**config.mk**
```make
export PLATFORM = sky130hd
export DESIGN_NAME = drop_scheduler
export DESIGN_NICKNAME = d
export VERILOG_FILES = /design/src/rtl/drop_scheduler.sv
export SDC_FILE = /design/constraint.sdc
export NUM_CORES = 1
export LEC_CHECK = 0
export BUFFER_PORTS_ARGS = -buffer_cell sky130_fd_sc_hd__buf_4
export CAP_MARGIN = 25
export CORE_MARGIN = 2
export CORE_UTILIZATION = 25
export CTS_CLUSTER_DIAMETER = 40
export DETAILED_ROUTE_END_ITERATION = 6
export REMOVE_ABC_BUFFERS = 1
export SLEW_MARGIN = 20
export SYNTH_ARGS = -nofsm -noshare
export SYNTH_HDL_FRONTEND = slang
export SYNTH_SLANG_ARGS = --single-unit
```
**constraint.sdc**
```tcl
create_clock -name clk -period 5 [get_ports clk]
set_input_delay 0.5 -clock clk [delete_from_list [all_inputs] [get_ports clk]]
set_output_delay 0.5 -clock clk [all_outputs]
set_load 0.02 [all_outputs]
```
**src/rtl/drop_scheduler.sv**
```systemverilog
`default_nettype none
// +----------------------------------------------------------------------------+
// | drop_scheduler: spawns, advances and resolves falling objects per lane.    |
// | Rev 1.0                                                                    |
// +----------------------------------------------------------------------------+
module drop_scheduler #(
  parameter int NUM_LANES = 8,
  parameter int ROWS      = 16,
  parameter int SPAWN_GAP = 2,
  parameter int MAX_MISS  = 5,
  localparam int LANE_W   = $clog2(NUM_LANES),
  localparam int ROW_W    = $clog2(ROWS)
) (
  input  logic                       clk,
  input  logic                       rst,
  input  logic                       start,
  input  logic                       step_tick,
  input  logic [1:0]                 level,
  input  logic                       easy_t,
  input  logic                       normal_t,
  input  logic                       extreme_t,
  input  logic [LANE_W-1:0]          player_lane,
  output logic [NUM_LANES-1:0]       obj_valid,
  output logic [NUM_LANES*ROW_W-1:0] obj_row,
  output logic                       hit,
  output logic                       miss,
  output logic [7:0]                 score,
  output logic [3:0]                 miss_cnt,
  output logic                       running,
  output logic                       game_over
);

  localparam logic [1:0] c_IDLE = 2'd0;
  localparam logic [1:0] c_RUN  = 2'd1;
  localparam logic [1:0] c_OVER = 2'd2;

  localparam int c_CD_W  = (SPAWN_GAP > 0) ? $clog2(SPAWN_GAP + 1) : 1;
  localparam int c_SUM_W = ((LANE_W + 1) > 4 ? (LANE_W + 1) : 4) + 1;

  logic [1:0]                       state_q, state_d;
  logic [LANE_W-1:0]                lane_ptr_q, lane_ptr_d;
  logic [NUM_LANES-1:0]             valid_q, valid_d;
  logic [NUM_LANES-1:0][ROW_W-1:0]  row_q, row_d;
  logic                             hit_q, hit_d;
  logic                             miss_q, miss_d;
  logic [7:0]                       score_q, score_d;
  logic [3:0]                       miss_cnt_q, miss_cnt_d;
  logic [c_CD_W-1:0]                cooldown_q, cooldown_d;

  logic [NUM_LANES-1:0]             w_land;
  logic [NUM_LANES-1:0]             w_kept;
  logic [NUM_LANES-1:0]             w_miss_mask;
  logic [LANE_W:0]                  w_miss_num;
  logic [c_SUM_W-1:0]               w_miss_sum;
  logic                             w_catch;
  logic                             w_trig;

  // Landing detection and miss accounting for the current step.
  always_comb begin
    w_land     = '0;
    w_miss_num = '0;
    for (int i = 0; i < NUM_LANES; i++) begin
      w_land[i] = valid_q[i] && (row_q[i] == ROW_W'(ROWS - 1));
    end
    w_kept      = valid_q & ~w_land;
    w_catch     = w_land[player_lane];
    w_miss_mask = w_land & ~(NUM_LANES'(1) << player_lane);
    for (int i = 0; i < NUM_LANES; i++) begin
      w_miss_num = w_miss_num + {{LANE_W{1'b0}}, w_miss_mask[i]};
    end
    w_miss_sum = c_SUM_W'(miss_cnt_q) + c_SUM_W'(w_miss_num);
    case (level)
      2'd0:    w_trig = easy_t;
      2'd1:    w_trig = normal_t;
      default: w_trig = extreme_t;
    endcase
  end

  always_comb begin
    state_d    = state_q;
    lane_ptr_d = lane_ptr_q + LANE_W'(1);
    valid_d    = valid_q;
    row_d      = row_q;
    hit_d      = 1'b0;
    miss_d     = 1'b0;
    score_d    = score_q;
    miss_cnt_d = miss_cnt_q;
    cooldown_d = cooldown_q;

    if (start) begin
      state_d    = c_RUN;
      valid_d    = '0;
      row_d      = '0;
      score_d    = '0;
      miss_cnt_d = '0;
      cooldown_d = '0;
    end else if (state_q == c_RUN && step_tick) begin
      for (int i = 0; i < NUM_LANES; i++) begin
        if (w_land[i]) begin
          valid_d[i] = 1'b0;
          row_d[i]   = '0;
        end else if (valid_q[i]) begin
          row_d[i] = row_q[i] + ROW_W'(1);
        end
      end

      if (w_catch) begin
        hit_d   = 1'b1;
        score_d = (score_q == 8'hFF) ? score_q : score_q + 8'd1;
      end

      if (w_miss_mask != '0) begin
        miss_d = 1'b1;
        if (w_miss_sum >= c_SUM_W'(MAX_MISS)) begin
          miss_cnt_d = 4'(MAX_MISS);
          state_d    = c_OVER;
        end else begin
          miss_cnt_d = w_miss_sum[3:0];
        end
      end

      // Lanes that landed this step count as empty for the spawn check.
      if (w_trig && cooldown_q == '0 && !w_kept[lane_ptr_q]) begin
        valid_d[lane_ptr_q] = 1'b1;
        row_d[lane_ptr_q]   = '0;
        cooldown_d          = c_CD_W'(SPAWN_GAP);
      end else if (cooldown_q != '0) begin
        cooldown_d = cooldown_q - c_CD_W'(1);
      end
    end
  end

  always_ff @(posedge clk or negedge rst) begin
    if (!rst) begin
      state_q    <= c_IDLE;
      lane_ptr_q <= '0;
      valid_q    <= '0;
      row_q      <= '0;
      hit_q      <= 1'b0;
      miss_q     <= 1'b0;
      score_q    <= '0;
      miss_cnt_q <= '0;
      cooldown_q <= '0;
    end else begin
      state_q    <= state_d;
      lane_ptr_q <= lane_ptr_d;
      valid_q    <= valid_d;
      row_q      <= row_d;
      hit_q      <= hit_d;
      miss_q     <= miss_d;
      score_q    <= score_d;
      miss_cnt_q <= miss_cnt_d;
      cooldown_q <= cooldown_d;
    end
  end

  assign obj_valid = valid_q;
  assign obj_row   = row_q;
  assign hit       = hit_q;
  assign miss      = miss_q;
  assign score     = score_q;
  assign miss_cnt  = miss_cnt_q;
  assign running   = (state_q == c_RUN);
  assign game_over = (state_q == c_OVER);

endmodule
`default_nettype wire
```
==> results.tsv <==
metric	value	unit
pin_count	68	
first_pass_iters	4	
grt_pass1_wl	18400	µm
critical-path-max-stage-delay	0.66	ns
via_count	3647	
cp-end-kind	register	
async_flop_share	100	%
pre_cts_slack	0.0205	ns
clk_pin_slew	0.05	ns
power_frac_comb	12.7	%
die_x	131	µm
antenna_found_initial	0	
cts_max_level	3	
final.setup.tns	0	ns
peakVddDrop	0.000179	V
design.die.area	0.0173	mm²
start_util	25.6	%
synth.yosys.warnings	0	
instances_no_fill	725	
ys_ff_latch	61	
netSwitchingFraction	26.8	%
path_cells	ha_1 -> nand4_2 -> nor2_1 -> fa_1 -> inv_1 -> fa_1 -> inv_1 -> fa_1 -> fa_1 -> fa_2 -> or4b_2 -> o31ai_2 -> nand2_1 -> mux2i_1 -> nor2_1	
synth_ff_type	dfrtp_1	
clock_sinks	61	
seq_power_share	40.4	%
period_needed	4.74	ns
worstPathRequired	5.19	ns
grt-ovfl-total	0	
worstMarginPinSlew	0.829	ns
drc_errors	0	
rows	46	
drive_gt1_share	22.2	%
seq_area_frac_synth	37.6	%
worstSkewPairLatency	0.33	ns
syn-cell-area	0.00406	mm²
wire_per_inst	15.3	µm
outcome	completed	
fin_util	31.5	%
final_cell_mix	70 x buf_4, 61 x dfrtp_1, 45 x nor2_1, 45 x a21oi_1, 39 x o21ai_0	
avgSynthCellArea	9.07	µm²
hold_class	input pin to asynchronous set/reset pin	
maxSlewViolCount	0	
postRouteAntennaNets	0	
post-route-period-util	94.8	%
final.setup_skew	0.00460	ns
cts_buffers	9	
antenna_cells	0	
cts_resized	0	
synth_cell_types	61	
switchingPower	0.350	mW
synth_top_area_cell	dfrtp_1	
synth-edff-count	0	
routed_wl	11100	µm
max-cap-violations	0	
cp_max_fo	5	
power.share.clock	46.9	%
nets	538	
track_usage	13.0	%
cts.path.max_buffers	2	
setup_violations	0	
p_leak	2.22	nW
grt_max_degree	62	
gp_congestion	0.839	
rsz0062_at_grt	false	
synth_area_leaders	dfrtp_1 38%, a21oi_1 5.7%, ha_1 5.2%	
root_buffer	clkbuf_16	
dp_hpwl	7810	µm
final_common_cell	buf_4	
cts_setup_buffers	0	
synthToLayoutAreaGrowth	23.3	%
max_freq	211	MHz
slew_headroom	44.2	%
cts.hold.buffers_added	0	
power_per_cell_area	261	mW/mm²
tritoncts	built	
place_inst	709	
dieHeight	131	µm
worst_ep_arrival_time	4.93	ns
syn_inst	448	
path_common_cell	fa_1	
cp_slowest_cell	or4b_2	
placeableCoreArea	0.0159	mm²
worst_slack	0.260	ns
p_int	0.959	mW
hold_viol_final	0	
setup.worst_path.class	register to register	
drt_first_iter_violations	232	
critPathLaunchType	register	
first_global_vias	3571	
vias_per_cell	5.03	
synth_top_area_share	37.6	%
port-buffer-count	67	
[critical path: cells and delay by family (launching register included)]
kind            cells  cell delay, ns
fa+ha+maj           6            2.68
simple gates        5            1.01
flops               1            0.41
compound gates      1            0.23
mux                 1            0.14
buf+inv             2            0.11
[state kept, by name, summed over array words and instances, names as in the netlist]
name / flops
cooldown_q: 2
hit: 1
lane_ptr_q: 3
miss: 1
miss_cnt: 4
obj_row: 32
obj_valid: 8
score: 8
state_q: 2
[through the flow]
stage / power (mW) / instance area, µm² / hold WS [ns]
2_1_floorplan: 0.629 / 3900 / 0.204
3_3_place_gp: 0.700 / 4700 / 0.480
3_5_place_dp: 0.705 / 4700 / 0.498
4_1_cts: 1.32 / 5000 / 0.300
5_1_grt: 1.36 / 5010 / 0.339
6_report: 1.31 / 5010 / 0.256
[synth_stat cells, types with 6 or more instances]
library cell	count
or3_1	6
a211oi_1	7
a32oi_1	8
a31oi_1	10
nand3_1	11
a21oi_1	46
clkbuf_1	13
dfrtp_1	61
nor2_1	45
inv_1	19
nand4_1	9
ha_1	17
mux2i_1	12
nor3_1	14
o21ai_0	39
nand2_1	35
nand4b_1	8
[worst paths after layout]
| check | start | end | slack, ns | depth (start not counted) |
|---|---|---|---|---|
| setup / recovery | obj_row[1] | miss_cnt[0] | 0.26 | 15 |
| hold / removal | rst | hit | 0.26 | 1 |
| setup reg to reg | obj_row[1] | miss_cnt[0] | 0.26 | 15 |
| hold reg to reg | state_q[0] | state_q[0] | 0.51 | 1 |
| max in group asynchronous | rst | obj_row[23] | 4.20 | 1 |
| min in group clk | state_q[0] | state_q[0] | 0.51 | 1 |
[cell type report]
cell class | instances | area, µm²
repair buffers | 70 | 526
clock inverters | 3 | 17.5
clock buffers | 13 | 280
inverters | 19 | 71.3
well taps | 216 | 270
fillers | 1699 | 10900
multi-input cells | 343 | 2320
flip-flops and latches | 61 | 1530
[per-layer routing]
layer	global-route usage (%)	up-vias	wire length, µm
li1	-	1768	-
met1	16.5	1788	5070
met2	21.2	76	5330
met3	3.51	15	512
met4	5.19	0	208
met5	0	-	0
[power by group through the flow]
stage	sequential (mW)	clock (mW)	combinational (mW)
6_report	0.530	0.614	0.166
5_1_grt	0.532	0.648	0.185
4_1_cts	0.529	0.626	0.168
3_5_place_dp	0.538	0	0.167
3_3_place_gp	0.536	0	0.163
2_1_floorplan	0.548	0	0.0808
[cell families after synthesis]
group,Yosys count,synth area share [%]
AOI/OAI and AO/OA,140,21.7
xor gates and xnor gates,3,0.647
buffers and inverters,44,5.70
and+or+nand+nor,158,20.6
DFF,61,37.6
adders and majority gates,22,7.70
muxes,20,6.10
Power figures use the tool's default switching activity.
